### config.mk
export PLATFORM = sky130hd
export DESIGN_NAME = ifetch_queue_flat
export DESIGN_NICKNAME = d
export VERILOG_FILES = /design/src/rtl/ifq_pkg.sv /design/src/rtl/ifq_if.sv /design/src/rtl/ifq_fifo.sv /design/src/rtl/ifetch_queue.sv /design/src/flat_wrapper.sv
export SDC_FILE = /design/constraint.sdc
export NUM_CORES = 1
export LEC_CHECK = 0
export CAP_MARGIN = 15
export CORE_AREA = 2 2 177 136
export CTS_CLUSTER_SIZE = 10
export DETAILED_ROUTE_END_ITERATION = 6
export DIE_AREA = 0 0 179 138
export GPL_TIMING_DRIVEN = 0
export MAX_ROUTING_LAYER = met4
export PLACE_DENSITY = 0.92
export SLEW_MARGIN = 5
export SYNTH_ARGS = -nofsm -noshare
export SYNTH_HDL_FRONTEND = slang
export SYNTH_SLANG_ARGS = --single-unit
### constraint.sdc
create_clock -name clk -period 7.9 [get_ports clk]
set_clock_uncertainty 0.15 [all_clocks]
set_input_delay 1.975 -clock clk [delete_from_list [all_inputs] [get_ports clk]]
set_output_delay 1.975 -clock clk [all_outputs]
set_load 0.05 [all_outputs]
### src/rtl/ifq_pkg.sv
//============================================================================
// Module      : ifq_pkg
// Description : Shared types and defaults for the instruction-fetch queue.
// Revision    : 1.0
//============================================================================
`default_nettype none

package ifq_pkg;

    localparam int              IFQ_BITS     = 32;
    localparam logic [IFQ_BITS-1:0] IFQ_RESET_PC = 32'h0;

    typedef struct packed {
        logic [IFQ_BITS-1:0] instr;
        logic [IFQ_BITS-1:0] pc;
    } ifq_entry_t;

endpackage

`default_nettype wire

### src/rtl/ifq_if.sv
//============================================================================
// Module      : ifq_if
// Description : Fetch-queue bus: control, instruction memory and decode side.
// Revision    : 1.0
//============================================================================
`default_nettype none

interface ifq_if #(
    parameter int BITS     = 32,
    parameter int DEPTH    = 4,
    parameter int PTR_BITS = $clog2(DEPTH)
);
    logic                fetch_en;
    logic                redirect;
    logic [BITS-1:0]     redirect_addr;
    logic                imem_req;
    logic [BITS-1:0]     imem_addr;
    logic [BITS-1:0]     imem_rdata;
    logic [BITS-1:0]     instr;
    logic [BITS-1:0]     instr_pc;
    logic                instr_valid;
    logic                instr_ready;
    logic [PTR_BITS:0]   q_count;

    modport master (
        input  fetch_en, redirect, redirect_addr, imem_rdata, instr_ready,
        output imem_req, imem_addr, instr, instr_pc, instr_valid, q_count
    );

    modport slave (
        output fetch_en, redirect, redirect_addr, imem_rdata, instr_ready,
        input  imem_req, imem_addr, instr, instr_pc, instr_valid, q_count
    );
endinterface

`default_nettype wire

### src/rtl/ifq_fifo.sv
//============================================================================
// Module      : ifq_fifo
// Description : DEPTH-entry synchronous FIFO of ifq_entry_t with flush.
// Revision    : 1.0
//============================================================================
`default_nettype none

module ifq_fifo
    import ifq_pkg::*;
#(
    parameter int DEPTH    = 4,
    parameter int PTR_BITS = $clog2(DEPTH)
) (
    input  wire logic          clk,
    input  wire logic          rst,
    input  wire logic          i_flush,
    input  wire logic          i_push,
    input  wire logic          i_pop,
    input  ifq_entry_t         i_wr_data,
    output ifq_entry_t         o_rd_data,
    output logic [PTR_BITS:0]  o_count,
    output logic               o_empty
);
    ifq_entry_t             r_mem [DEPTH];
    logic [PTR_BITS-1:0]    r_head;
    logic [PTR_BITS-1:0]    r_tail;
    logic [PTR_BITS:0]      r_count;
    logic                   w_full;

    assign w_full    = (r_count == (PTR_BITS+1)'(DEPTH));
    assign o_empty   = (r_count == '0);
    assign o_count   = r_count;
    assign o_rd_data = r_mem[r_head];

    always_ff @(posedge clk) begin
        if (!rst && !i_flush && i_push) begin
            r_mem[r_tail] <= i_wr_data;
        end
    end

    // Pointers wrap naturally because DEPTH is a power of two.
    always_ff @(posedge clk) begin
        if (rst || i_flush) begin
            r_head  <= '0;
            r_tail  <= '0;
            r_count <= '0;
        end else begin
            if (i_push) r_tail <= r_tail + PTR_BITS'(1);
            if (i_pop)  r_head <= r_head + PTR_BITS'(1);
            case ({i_push, i_pop})
                2'b10:   r_count <= r_count + (PTR_BITS+1)'(1);
                2'b01:   r_count <= r_count - (PTR_BITS+1)'(1);
                default: r_count <= r_count;
            endcase
        end
    end

    a_no_overflow: assert property (@(posedge clk) disable iff (rst) !(i_push && w_full));

endmodule

`default_nettype wire

### src/rtl/ifetch_queue.sv
//============================================================================
// Module      : ifetch_queue
// Description : Instruction fetch with prefetch queue, credit-based issue and
//               redirect flush. Optional same-cycle bypass: IFQ_BYPASS_EN.
// Revision    : 1.0
//============================================================================
`default_nettype none

module ifetch_queue
    import ifq_pkg::*;
#(
    parameter int              BITS     = IFQ_BITS,
    parameter int              DEPTH    = 4,
    parameter int              PTR_BITS = $clog2(DEPTH),
    parameter logic [BITS-1:0] RESET_PC = IFQ_RESET_PC
) (
    input  wire logic clk,
    input  wire logic rst,
    ifq_if.master     ifq
);
    logic [BITS-1:0]    r_fetch_pc;
    logic [BITS-1:0]    r_inflight_pc;
    logic               r_inflight;

    ifq_entry_t         w_rsp;
    ifq_entry_t         w_head;
    logic [PTR_BITS:0]  w_count;
    logic               w_empty;
    logic               w_byp;
    logic               w_valid;
    logic               w_pop;
    logic               w_fifo_pop;
    logic               w_push;
    logic               w_issue;
    logic [PTR_BITS+1:0] w_credit;

    assign w_rsp = '{instr: ifq.imem_rdata, pc: r_inflight_pc};

`ifdef IFQ_BYPASS_EN
    assign w_byp = w_empty & r_inflight & ~ifq.redirect & ~rst;
`else
    assign w_byp = 1'b0;
`endif

    assign w_valid    = (~w_empty | w_byp) & ~ifq.redirect & ~rst;
    assign w_pop      = w_valid & ifq.instr_ready;
    assign w_fifo_pop = w_pop & ~w_empty;
    // A bypassed word that decode takes immediately never enters the queue.
    assign w_push     = r_inflight & ~ifq.redirect & ~(w_byp & ifq.instr_ready);

    // Slots committed after this cycle; issue only if one is still free.
    assign w_credit = (PTR_BITS+2)'(w_count) + (PTR_BITS+2)'(r_inflight)
                    - (PTR_BITS+2)'(w_pop);
    assign w_issue  = ifq.fetch_en & ~ifq.redirect & ~rst
                    & (w_credit < (PTR_BITS+2)'(DEPTH));

    assign ifq.imem_req    = w_issue;
    assign ifq.imem_addr   = r_fetch_pc;
    assign ifq.instr_valid = w_valid;
    assign ifq.q_count     = w_count;

    always_comb begin
        ifq.instr    = '0;
        ifq.instr_pc = '0;
        if (w_byp) begin
            ifq.instr    = ifq.imem_rdata;
            ifq.instr_pc = r_inflight_pc;
        end else if (!w_empty && !rst) begin
            ifq.instr    = w_head.instr;
            ifq.instr_pc = w_head.pc;
        end
    end

    always_ff @(posedge clk) begin
        if (rst) begin
            r_fetch_pc    <= RESET_PC;
            r_inflight    <= 1'b0;
            r_inflight_pc <= '0;
        end else if (ifq.redirect) begin
            r_fetch_pc    <= ifq.redirect_addr;
            r_inflight    <= 1'b0;
        end else begin
            r_inflight <= w_issue;
            if (w_issue) begin
                r_fetch_pc    <= r_fetch_pc + BITS'(1);
                r_inflight_pc <= r_fetch_pc;
            end
        end
    end

    ifq_fifo #(
        .DEPTH    (DEPTH),
        .PTR_BITS (PTR_BITS)
    ) u_fifo (
        .clk       (clk),
        .rst       (rst),
        .i_flush   (ifq.redirect),
        .i_push    (w_push),
        .i_pop     (w_fifo_pop),
        .i_wr_data (w_rsp),
        .o_rd_data (w_head),
        .o_count   (w_count),
        .o_empty   (w_empty)
    );

endmodule

`default_nettype wire
### src/flat_wrapper.sv
// flat-port wrapper written by rule: the top's interface ports become plain ports
module ifetch_queue_flat import ifq_pkg::*;
#(
    parameter int              BITS     = IFQ_BITS,
    parameter int              DEPTH    = 4,
    parameter int              PTR_BITS = $clog2(DEPTH),
    parameter logic [BITS-1:0] RESET_PC = IFQ_RESET_PC
)
  (clk, rst, ifq_fetch_en, ifq_redirect, ifq_redirect_addr, ifq_imem_rdata, ifq_instr_ready, ifq_imem_req, ifq_imem_addr, ifq_instr, ifq_instr_pc, ifq_instr_valid, ifq_q_count);
  ifq_if #(.BITS(BITS), .DEPTH(DEPTH), .PTR_BITS(PTR_BITS)) ifq_i ();
  input  wire logic clk;
  input  wire logic rst;
  input wire logic [$bits(ifq_i.fetch_en)-1:0] ifq_fetch_en;
  input wire logic [$bits(ifq_i.redirect)-1:0] ifq_redirect;
  input wire logic [$bits(ifq_i.redirect_addr)-1:0] ifq_redirect_addr;
  input wire logic [$bits(ifq_i.imem_rdata)-1:0] ifq_imem_rdata;
  input wire logic [$bits(ifq_i.instr_ready)-1:0] ifq_instr_ready;
  output wire logic [$bits(ifq_i.imem_req)-1:0] ifq_imem_req;
  output wire logic [$bits(ifq_i.imem_addr)-1:0] ifq_imem_addr;
  output wire logic [$bits(ifq_i.instr)-1:0] ifq_instr;
  output wire logic [$bits(ifq_i.instr_pc)-1:0] ifq_instr_pc;
  output wire logic [$bits(ifq_i.instr_valid)-1:0] ifq_instr_valid;
  output wire logic [$bits(ifq_i.q_count)-1:0] ifq_q_count;
  assign ifq_i.fetch_en = ifq_fetch_en;
  assign ifq_i.redirect = ifq_redirect;
  assign ifq_i.redirect_addr = ifq_redirect_addr;
  assign ifq_i.imem_rdata = ifq_imem_rdata;
  assign ifq_i.instr_ready = ifq_instr_ready;
  assign ifq_imem_req = ifq_i.imem_req;
  assign ifq_imem_addr = ifq_i.imem_addr;
  assign ifq_instr = ifq_i.instr;
  assign ifq_instr_pc = ifq_i.instr_pc;
  assign ifq_instr_valid = ifq_i.instr_valid;
  assign ifq_q_count = ifq_i.q_count;
  ifetch_queue #(.BITS(BITS), .DEPTH(DEPTH), .PTR_BITS(PTR_BITS), .RESET_PC(RESET_PC)) u_core (.clk(clk), .rst(rst), .ifq(ifq_i));
endmodule
==> results of run 1 <==
[synth_stat cells (2+ instances only)]
cell type / instances / area share
and3_1: 6 / 0.0028
nor2b_1: 65 / 0.030
nand3_1: 13 / 0.0049
buf_1: 2 / 0.00056
mux4_2: 64 / 0.11
edfxtp_1: 256 / 0.58
o21ai_0: 24 / 0.0090
mux2i_1: 3 / 0.0022
a2111oi_2: 4 / 0.0045
nor4b_1: 3 / 0.0020
buf_6: 2 / 0.0017
a2111oi_4: 2 / 0.0041
nor3_1: 3 / 0.0011
nor2_1: 31 / 0.0087
or2_2: 3 / 0.0014
nor4_1: 2 / 0.00094
a21oi_1: 48 / 0.018
xnor2_1: 17 / 0.011
nand4_1: 3 / 0.0014
a211oi_1: 13 / 0.0073
a32oi_1: 2 / 0.0013
buf_2: 11 / 0.0041
a311oi_1: 3 / 0.0020
nand2_1: 86 / 0.024
a221oi_1: 2 / 0.0013
nor3b_1: 2 / 0.0011
ha_1: 9 / 0.0084
inv_1: 19 / 0.0053
xor2_1: 6 / 0.0039
dfxtp_1: 74 / 0.11
or4_1: 2 / 0.0011
clkbuf_1: 32 / 0.0090
a211oi_2: 5 / 0.0047
and4_1: 5 / 0.0033
or3_1: 4 / 0.0019
mux2_2: 2 / 0.0017
[sequential cells by signal, indices dropped and copies added (netlist names), named ones only]
register               flops
u_core.u_fifo.r_tail       2
u_core.u_fifo.r_head       2
u_core.r_inflight_pc      32
u_core.u_fifo.r_mem      256
u_core.r_inflight          1
u_core.ifq.imem_addr      32
u_core.u_fifo.o_count      3
[cell families after synthesis]
kind of cell / synth area share
buffers and inverters: 0.02096
flip-flops: 0.6858
AO/OA/AOI/OAI: 0.05915
adder cells (fa/ha/maj): 0.009921
XOR/XNOR: 0.01507
multiplexers: 0.1117
AND/OR/NAND/NOR: 0.09733
[placed cells by master, fill, tap and decap left out, drive strengths merged, types with 3 or more instances in the layout]
cell,instances
o21ai,24
nand2,86
a211oi,18
nand3,13
mux4,64
clkbuf,87
nor2b,65
edfxtp,256
dfxtp,74
ha,9
nor2,32
buf,19
and4,7
clkdlybuf4s50,167
nor3,3
a311oi,3
or3,4
and3,6
nor4b,4
a2111oi,7
nor4,3
mux2i,3
inv,20
or2,5
a21oi,48
xnor2,17
nand4,5
xor2,6
clkinv,3
[tightest hold or removal path: stages, from the launching register on]
cell and delay, ns:
dfxtp_1 0.34, nand2_1 0.07, a21oi_1 0.05
[worst min path at each step]
stage	startpoint	to	cells after the start
3_3_place_gp	u_core.r_inflight_pc[13]	u_core.r_inflight_pc[13]	2
2_1_floorplan	u_core.r_inflight_pc[0]	u_core.r_inflight_pc[0]	2
3_5_place_dp	u_core.r_inflight_pc[25]	u_core.r_inflight_pc[25]	2
6_report	u_core.r_inflight_pc[10]	u_core.r_inflight_pc[10]	2
4_1_cts	u_core.r_inflight_pc[2]	u_core.r_inflight_pc[2]	2
5_1_grt	u_core.r_inflight_pc[15]	u_core.u_fifo.r_mem[2][15]	0
[area by class of cell]
cell class	count	share of cell area
sequential	330	0.5525
timing repair buffer	172	0.1059
buffer	47	0.01237
inverter	20	0.004750
clock inverter	4	0.001508
clock buffer	54	0.06220
multi-input combinational	455	0.2377
tap	306	0.02307
[power groups by stage]
stage | sequential, mW | combinational [mW] | clock [mW]
3_5_place_dp | 1.94 | 0.180 | 0
5_1_grt | 1.91 | 0.193 | 1.63
3_3_place_gp | 1.94 | 0.175 | 0
6_report | 1.91 | 0.182 | 1.53
4_1_cts | 1.91 | 0.181 | 1.55
2_1_floorplan | 1.97 | 0.0579 | 0
[stage by stage]
| step | setup TNS, ns | util | worst slack, ns |
|---|---|---|---|
| global route | 0 | 0.7142 | 0.1943 |
| finish | 0 | 0.7142 | 0.4277 |
| global placement | 0 | 0.6642 | 0.01946 |
| detailed placement | -0.05556 | 0.6685 | -0.05556 |
| floorplan | 0 | - | 1.339 |
| CTS | 0 | 0.7140 | 0.1769 |
[per-layer routing]
layer  routed length [um]  GRT usage  share of wire
met3                 2881    0.05198          0.094
met5                    0          -              0
met1                12540     0.3637           0.41
met4                  663    0.06718          0.022
met2                14580     0.4004           0.48
==> impl_metrics.tcl, run 1 <==
set metrics [dict create \
    power.leakage_nw 5.157 \
    critPathCapture "ifq_imem_req" \
    cts.clk_slew.worst_paths_ns 0.05 \
    cp_slowest_cell "a211oi_2" \
    min_path_type "flop to flop" \
    finalCritPeriodShare 0.9459 \
    initialDrtViolationCount 819 \
    finalSetupViolCount 0 \
    multi_input_area_um2 3945 \
    worstPathRequired_ns 5.78 \
    ios 170 \
    r2r_end "u_core.ifq.imem_addr[24]" \
    critical_path.cell_chain "clkdlybuf4s50_1, clkbuf_1, nor4b_1, ha_1, inv_1, ha_1, nand3b_2, a211oi_2, nor2_4, clkinvlp_4, buf_2, clkbuf_2" \
    grt.total_usage 0.2613 \
    fmax_mhz 133.8 \
    regArea_um2 9169 \
    status "completed" \
    drc_errors 0 \
    drtAntennaViolNets 0 \
    power_frac_comb 0.050 \
    internal-power_mw 2.855 \
    r2r_start "u_core.u_fifo.o_count[0]" \
    syn_area_per_cell_um2 15.69 \
    p_total_mw 3.626 \
    clock_latency_ns 0.51 \
    rr_worst_depth 10 \
    fin_nets 1144 \
    htreeDepth 2 \
    cts.path.max_buffers 3 \
    antenna_found_initial 0 \
    fp.dieArea_um2 24700 \
    cp_slowest_stage_delay_ns 0.55 \
    dp_cells 1330 \
    clkPwrFrac 0.423 \
    ir_worst_vdd_uv 126.8 \
    die_w_um 179 \
    grt.overflow.total 0 \
    globalplace.congestion 0.9084 \
    critPathLaunchType "primary input" \
    slew_violations 0 \
    fin_area_um2 16590 \
    startpoint "rst" \
    ys_types 60 \
    rsz0062_at_grt "no" \
    hpwl_mm 19.92 \
    n_fill_cell 1417 \
    grt_pass1_vias 8567 \
    grt_pass1_wl_mm 47.68 \
    grt_max_degree 36 \
    synth_cells 852 \
    ys_seq_area_frac 0.6858 \
    critPathKind "primary input to primary output" \
    hold_buffers 0 \
    cts_root_buffer "clkbuf_16" \
    area_growth_pct 24.13 \
    wl_mm 30.66 \
    placed_cell_area_um2 15530 \
    cp_max_fo 10 \
    hold_viol 0 \
    cp.buffers_inverters 6 \
    cts_setup_buffers 0 \
    cts_sinks 330 \
    reg2reg_slack_ns 4.59 \
    crit_family "buffers and inverters" \
    num_vias 8267 \
    p_switching_uw 771.0 \
    path_depth 12 \
    tightest_slew_ns 1.002 \
    first_pass_iters 6 \
    synth_nets 931 \
    worst_path_most_repeated_cell "ha_1" \
    diodes 0 \
    yosys_warnings 0 \
    die_h_um 138 \
    drive_gt1_frac 0.1433 \
    synth_flop_cell "edfxtp_1" \
    start_util 0.5754 \
    p_seq_frac 0.527 \
    io_buffers 168 \
    final_cell_count_no_fill 1388 \
    core_um2 23240 \
    hold-worst-slack_ns 0.3637 \
    endpoint_kind "primary output" \
    syn_area_um2 13370 \
    synth-edff-count 256 \
    vias_per_cell 5.956 \
    cts_tree "done" \
    crit_arrival_ns 5.35 \
    async_flop_share 0 \
    slew_headroom 0.3223 \
    sw_frac_of_total 0.2126 \
    cts_buffers 39 \
    ys_ff_latch 330 \
    p_per_area_nw_per_um2 218.5 \
    rows 49 \
    cap_violations 0 \
    period_needed_ns 7.472 \
    wl_per_cell_um 22.09 \
    cts_resized 1 \
]
Note: power is estimated with default switching activity, not from simulation.
==> inputs of run 2 (changes only) <==
MAX_ROUTING_LAYER = unset   (was met4)
==> run 2 against run 1 <==
Sequential power hardly changed. Cell area is 0.39% higher. Clock power is 5% higher. Setup slack worse by 0.067 ns. Hold slack worse by 0.013 ns. Sequential share of layout area is 0.22 points lower. Critical endpoint unchanged.
==> impl_metrics.tcl, run 2 (synthesis gave the netlist of run 1 again) <==
set metrics [dict create \
    fin_ws_ns 0.3610 \
    cts_resized 1 \
    cp_slowest_stage_delay_ns 0.54 \
    critical_path.cell_chain "clkdlybuf4s50_1, clkbuf_1, nor4b_1, ha_1, inv_1, ha_1, nand3b_2, a211oi_2, nor2_2, inv_2, buf_2, clkbuf_2" \
    worstPathRequired_ns 5.78 \
    ios 170 \
    drc_errors 0 \
    cp_max_fo 10 \
    wl_mm 30.32 \
    die_w_um 179 \
    finalCritPeriodShare 0.9543 \
    htreeDepth 2 \
    rsz0062_at_grt "no" \
    r2r_end "u_core.ifq.imem_addr[24]" \
    rows 49 \
    cts_sinks 330 \
    endpoint_kind "primary output" \
    largest_reg_flops 256 \
    finalSetupViolCount 0 \
    cp_slowest_cell "clkdlybuf4s50_1" \
    clock_latency_ns 0.52 \
    min_path_cells 2 \
    cts.path.max_buffers 3 \
    worst_path_most_repeated_cell "ha_1" \
    grt_pass1_vias 8354 \
    cts_buffers 39 \
    min_path_type "flop to flop" \
    first_pass_iters 6 \
    diodes 0 \
    hold-path-endpoint "u_core.r_inflight_pc[4]" \
    vias_per_cell 5.940 \
    p_per_area_nw_per_um2 222.1 \
    placed_cell_area_um2 15530 \
    cts.clk_slew.worst_paths_ns 0.05 \
    hold_viol 0 \
    hold-worst-slack_ns 0.3505 \
    hold_buffers 0 \
    area_growth_pct 24.61 \
    mostFrequentLayoutCell "edfxtp_1" \
    p_seq_frac 0.516 \
    cts_setup_buffers 0 \
    drive_gt1_frac 0.1444 \
    status "completed" \
    period_needed_ns 7.539 \
    cts_root_buffer "clkbuf_16" \
    io_buffers 168 \
    critPathLaunchType "primary input" \
    crit_arrival_ns 5.41 \
    crit_family "buffers and inverters" \
    clkPwrFrac 0.435 \
    startpoint "rst" \
    fmax_mhz 132.6 \
    ir_worst_vdd_uv 137.3 \
    globalplace.congestion 0.9040 \
    wl_per_cell_um 21.77 \
    hpwl_mm 19.95 \
    die_h_um 138 \
    start_util 0.5754 \
    slew_headroom 0.3258 \
    regMostFlops "u_core.u_fifo.r_mem" \
    holdCritStartpoint "u_core.r_inflight_pc[4]" \
    cap_violations 0 \
    tightest_slew_ns 0.9973 \
    grt.overflow.total 0 \
    grt.total_usage 0.2500 \
    rr_worst_depth 10 \
    sw_frac_of_total 0.2114 \
    core_um2 23240 \
    grt_pass1_wl_mm 47.02 \
    p_switching_uw 782.4 \
    initialDrtViolationCount 721 \
    antenna_found_initial 0 \
    cp.buffers_inverters 6 \
    fin_nets 1144 \
    n_fill_cell 1413 \
    fin_area_um2 16660 \
    num_vias 8275 \
    r2r_start "u_core.u_fifo.o_count[0]" \
    cts_tree "done" \
    grt_max_degree 36 \
    place_ws_ns -0.1478 \
    fin_util 0.7170 \
    slew_violations 0 \
    power.leakage_nw 5.194 \
    reg2reg_slack_ns 4.58 \
    internal-power_mw 2.918 \
    fp.dieArea_um2 24700 \
    drtAntennaViolNets 0 \
    power_frac_comb 0.049 \
    critPathKind "primary input to primary output" \
    mostFrequentLayoutCells "edfxtp_1, clkdlybuf4s50_1, nand2_1" \
    p_total_mw 3.700 \
]
## run 2: layer usage
layer / track usage / routed length (um)
met3: 0.04345 / 2249
met5: 0 / 0
met1: 0.3650 / 12870
met2: 0.3964 / 14610
met4: 0.06290 / 595
## run 2: worst min-delay path, cell delays in order (launching register included)
cell and delay [ns]:
dfxtp_1 0.33, nand2_1 0.07, a21oi_1 0.05
## run 2: power groups by stage
stage          logic [mW]  clock network [mW]  registers (mW)
3_5_place_dp        0.180                   0            1.94
6_report            0.182                1.61            1.91
2_1_floorplan      0.0579                   0            1.97
4_1_cts             0.182                1.63            1.91
3_3_place_gp        0.175                   0            1.94
5_1_grt             0.193                1.70            1.91
## run 2: area by class of cell
| type | instances | area (um2) | share of cell area |
|---|---|---|---|
| flip-flops and latches | 330 | 9169 | 0.5504 |
| multi-input cells | 455 | 3940 | 0.2365 |
| repair buffers | 172 | 1757 | 0.1054 |
| clock buffers | 59 | 1072 | 0.06436 |
| well taps | 306 | 382.9 | 0.02298 |
| plain buffers | 47 | 205.2 | 0.01232 |
| inverters | 20 | 75.07 | 0.004506 |
| clock inverters | 4 | 58.81 | 0.003530 |
## run 2: metrics by stage
step	setup TNS (ns)	std cells
final	0	1393
after global placement	0	1326
after floorplan	0	852
after global routing	0	1393
after detailed placement	-0.1478	1330
after CTS	0	1393
## run 2: worst max-delay path by stage
stage | cells after the start | end | slack, ns
floorplan | 12 | ifq_imem_req | 1.34
global placement | 12 | ifq_imem_req | 0.03
detailed placement | 12 | ifq_imem_req | -0.15
CTS | 12 | ifq_imem_req | 0.10
global route | 12 | ifq_imem_req | 0.15
finish | 12 | ifq_imem_req | 0.36
==> inputs of run 3 (changes only) <==
CORE_AREA = 2 2 215 164   (was 2 2 177 136)
DIE_AREA = 0 0 217 166   (was 0 0 179 138)
MAX_ROUTING_LAYER = met4   (was unset)
PLACE_DENSITY = 0.69   (was 0.92)
==> run 3 against run 2 <==
Via count decreased by 3.1%. Cell area increased by 1.1%. Largest power group unchanged. Fmax decreased by 1.5%. Sequential cell count unchanged. First-iteration DRC count decreased by 18%. Die area increased by 46%.
==> impl_metrics.tcl, run 3 (synthesis gave the netlist of run 1 again) <==
set metrics [dict create \
    clock_latency_ns 0.52 \
    area_growth_pct 26.01 \
    finalSetupTns_ns 0 \
    placed_cell_area_um2 15750 \
    globalplace.congestion 0.8364 \
    diodes 0 \
    critPathLaunchType "primary input" \
    period_needed_ns 7.650 \
    slew_headroom 0.3486 \
    crit_arrival_ns 5.53 \
    p_per_area_nw_per_um2 217.4 \
    htreeDepth 2 \
    num_vias 8015 \
    hold_viol 0 \
    cp_max_fo 10 \
    cts_buffers 39 \
    regMostFlops "u_core.u_fifo.r_mem" \
    tightest_slew_ns 0.9635 \
    drive_gt1_frac 0.1436 \
    io_buffers 168 \
    cap_violations 0 \
    min_path_type "flop to flop" \
    mostFrequentLayoutCells "edfxtp_1, clkdlybuf4s50_1, nand2_1" \
    fin_util 0.4939 \
    mostFrequentLayoutCell "edfxtp_1" \
    wl_mm 30.23 \
    cp_slowest_cell "dlygate4sd2_1" \
    fin_nets 1144 \
    drc_errors 0 \
    grt_pass1_vias 8234 \
    endpoint_kind "primary output" \
    cts_sinks 330 \
    critPathKind "primary input to primary output" \
    die_h_um 166 \
    largest_reg_flops 256 \
    cts_root_buffer "clkbuf_16" \
    fp.dieArea_um2 36020 \
    wl_per_cell_um 19.59 \
    hold_buffers 0 \
    drtAntennaViolNets 0 \
    grt.total_usage 0.1732 \
    cts.clk_slew.worst_paths_ns 0.05 \
    finalCritPeriodShare 0.9684 \
    critical_path.cell_chain "clkdlybuf4s50_1, clkbuf_1, nor4b_1, ha_1, inv_1, ha_1, nand3b_2, a211oi_2, nor2_2, inv_2, buf_2, dlygate4sd2_1" \
    grt.overflow.total 0 \
    cp_slowest_stage_delay_ns 0.58 \
    grt_max_degree 51 \
    cts.path.max_buffers 3 \
    n_fill_cell 2940 \
    fin_area_um2 16850 \
    finalSetupViolCount 0 \
    vias_per_cell 5.194 \
    slew_violations 0 \
    fmax_mhz 130.7 \
    crit_family "buffers and inverters" \
    status "completed" \
    initialDrtViolationCount 590 \
    start_util 0.3920 \
    worst_path_most_repeated_cell "ha_1" \
    ios 170 \
    rows 59 \
    grt_pass1_wl_mm 46.90 \
    first_pass_iters 5 \
    worstPathRequired_ns 5.78 \
    hpwl_mm 20.05 \
    rsz0062_at_grt "no" \
    power.leakage_nw 5.196 \
    die_w_um 217 \
    place_ws_ns -0.1128 \
    antenna_found_initial 0 \
    fin_ws_ns 0.2495 \
    ir_worst_vdd_uv 148.4 \
    cts_tree "done" \
    cp.buffers_inverters 6 \
    core_um2 34110 \
]
[run 3: cell types whose count changed in the layout (fill, tap and decap cells not counted)]
cell / before / now
buf_12: 4 / 1
buf_16: 0 / 3
clkbuf_1: 51 / 49
bufinv_16: 1 / 0
clkbuf_2: 1 / 0
clkinv_1: 1 / 2
clkinv_2: 0 / 1
dlygate4sd2_1: 0 / 1
[run 3: cell type report]
cell class	count	area [um2]	share of cell area
Tap cell	457	571.8	0.03394
Inverter	20	75.07	0.004456
Clock inverter	5	37.54	0.002228
Sequential cell	330	9169	0.5443
Buffer	47	205.2	0.01218
Clock buffer	57	1065	0.06321
Multi-Input combinational cell	455	3940	0.2339
Timing Repair Buffer	172	1783	0.1058
[run 3: layer usage]
layer  wire [um]  part of all wire  track usage  up-vias
li1            -                 -            -     3685
met1       14700              0.49       0.2487     4055
met2       13550              0.45       0.2557      255
met3        1739             0.058      0.03681       20
met4         231            0.0076      0.03454        0
met5           0                 0            -        -
[run 3: tightest hold or removal path, stage by stage, from the launching register on]
cell and delay (ns):
dfxtp_1 0.34, nand2_1 0.07, a21oi_1 0.05
[run 3: where the power goes]
group / total [mW] / switching [mW] / internal [mW]
combinational: 0.181 / 0.106 / 0.0747
clock: 1.57 / 0.643 / 0.928
sequential: 1.91 / 0.0300 / 1.88
total: 3.66 / 0.780 / 2.88
[run 3: stage by stage]
stage                     hold WS [ns]  power, mW  std cells
after global placement          0.3218      2.123       1477
after detailed placement        0.3423      2.125       1481
after global routing            0.3664      3.786       1543
after floorplan                 0.3092      2.030        852
final                           0.3486      3.662       1543
after CTS                       0.3495      3.695       1543
[run 3: path summary, 6_finish.rpt]
kind | startpoint | endpoint | slack (ns) | depth (start not counted)
min | u_core.r_inflight_pc[23] | u_core.r_inflight_pc[23] | 0.35 | 2
min reg2reg | u_core.r_inflight_pc[23] | u_core.r_inflight_pc[23] | 0.35 | 2
max | rst | ifq_imem_req | 0.25 | 12
max reg2reg | u_core.u_fifo.o_count[0] | u_core.ifq.imem_addr[24] | 4.72 | 10
[run 3: repair_timing]
action / 4_1_cts / 5_1_grt
setup endpoints to repair: 1 / 1
setup buffers: 0 / 0
resized for setup: 1 / 1
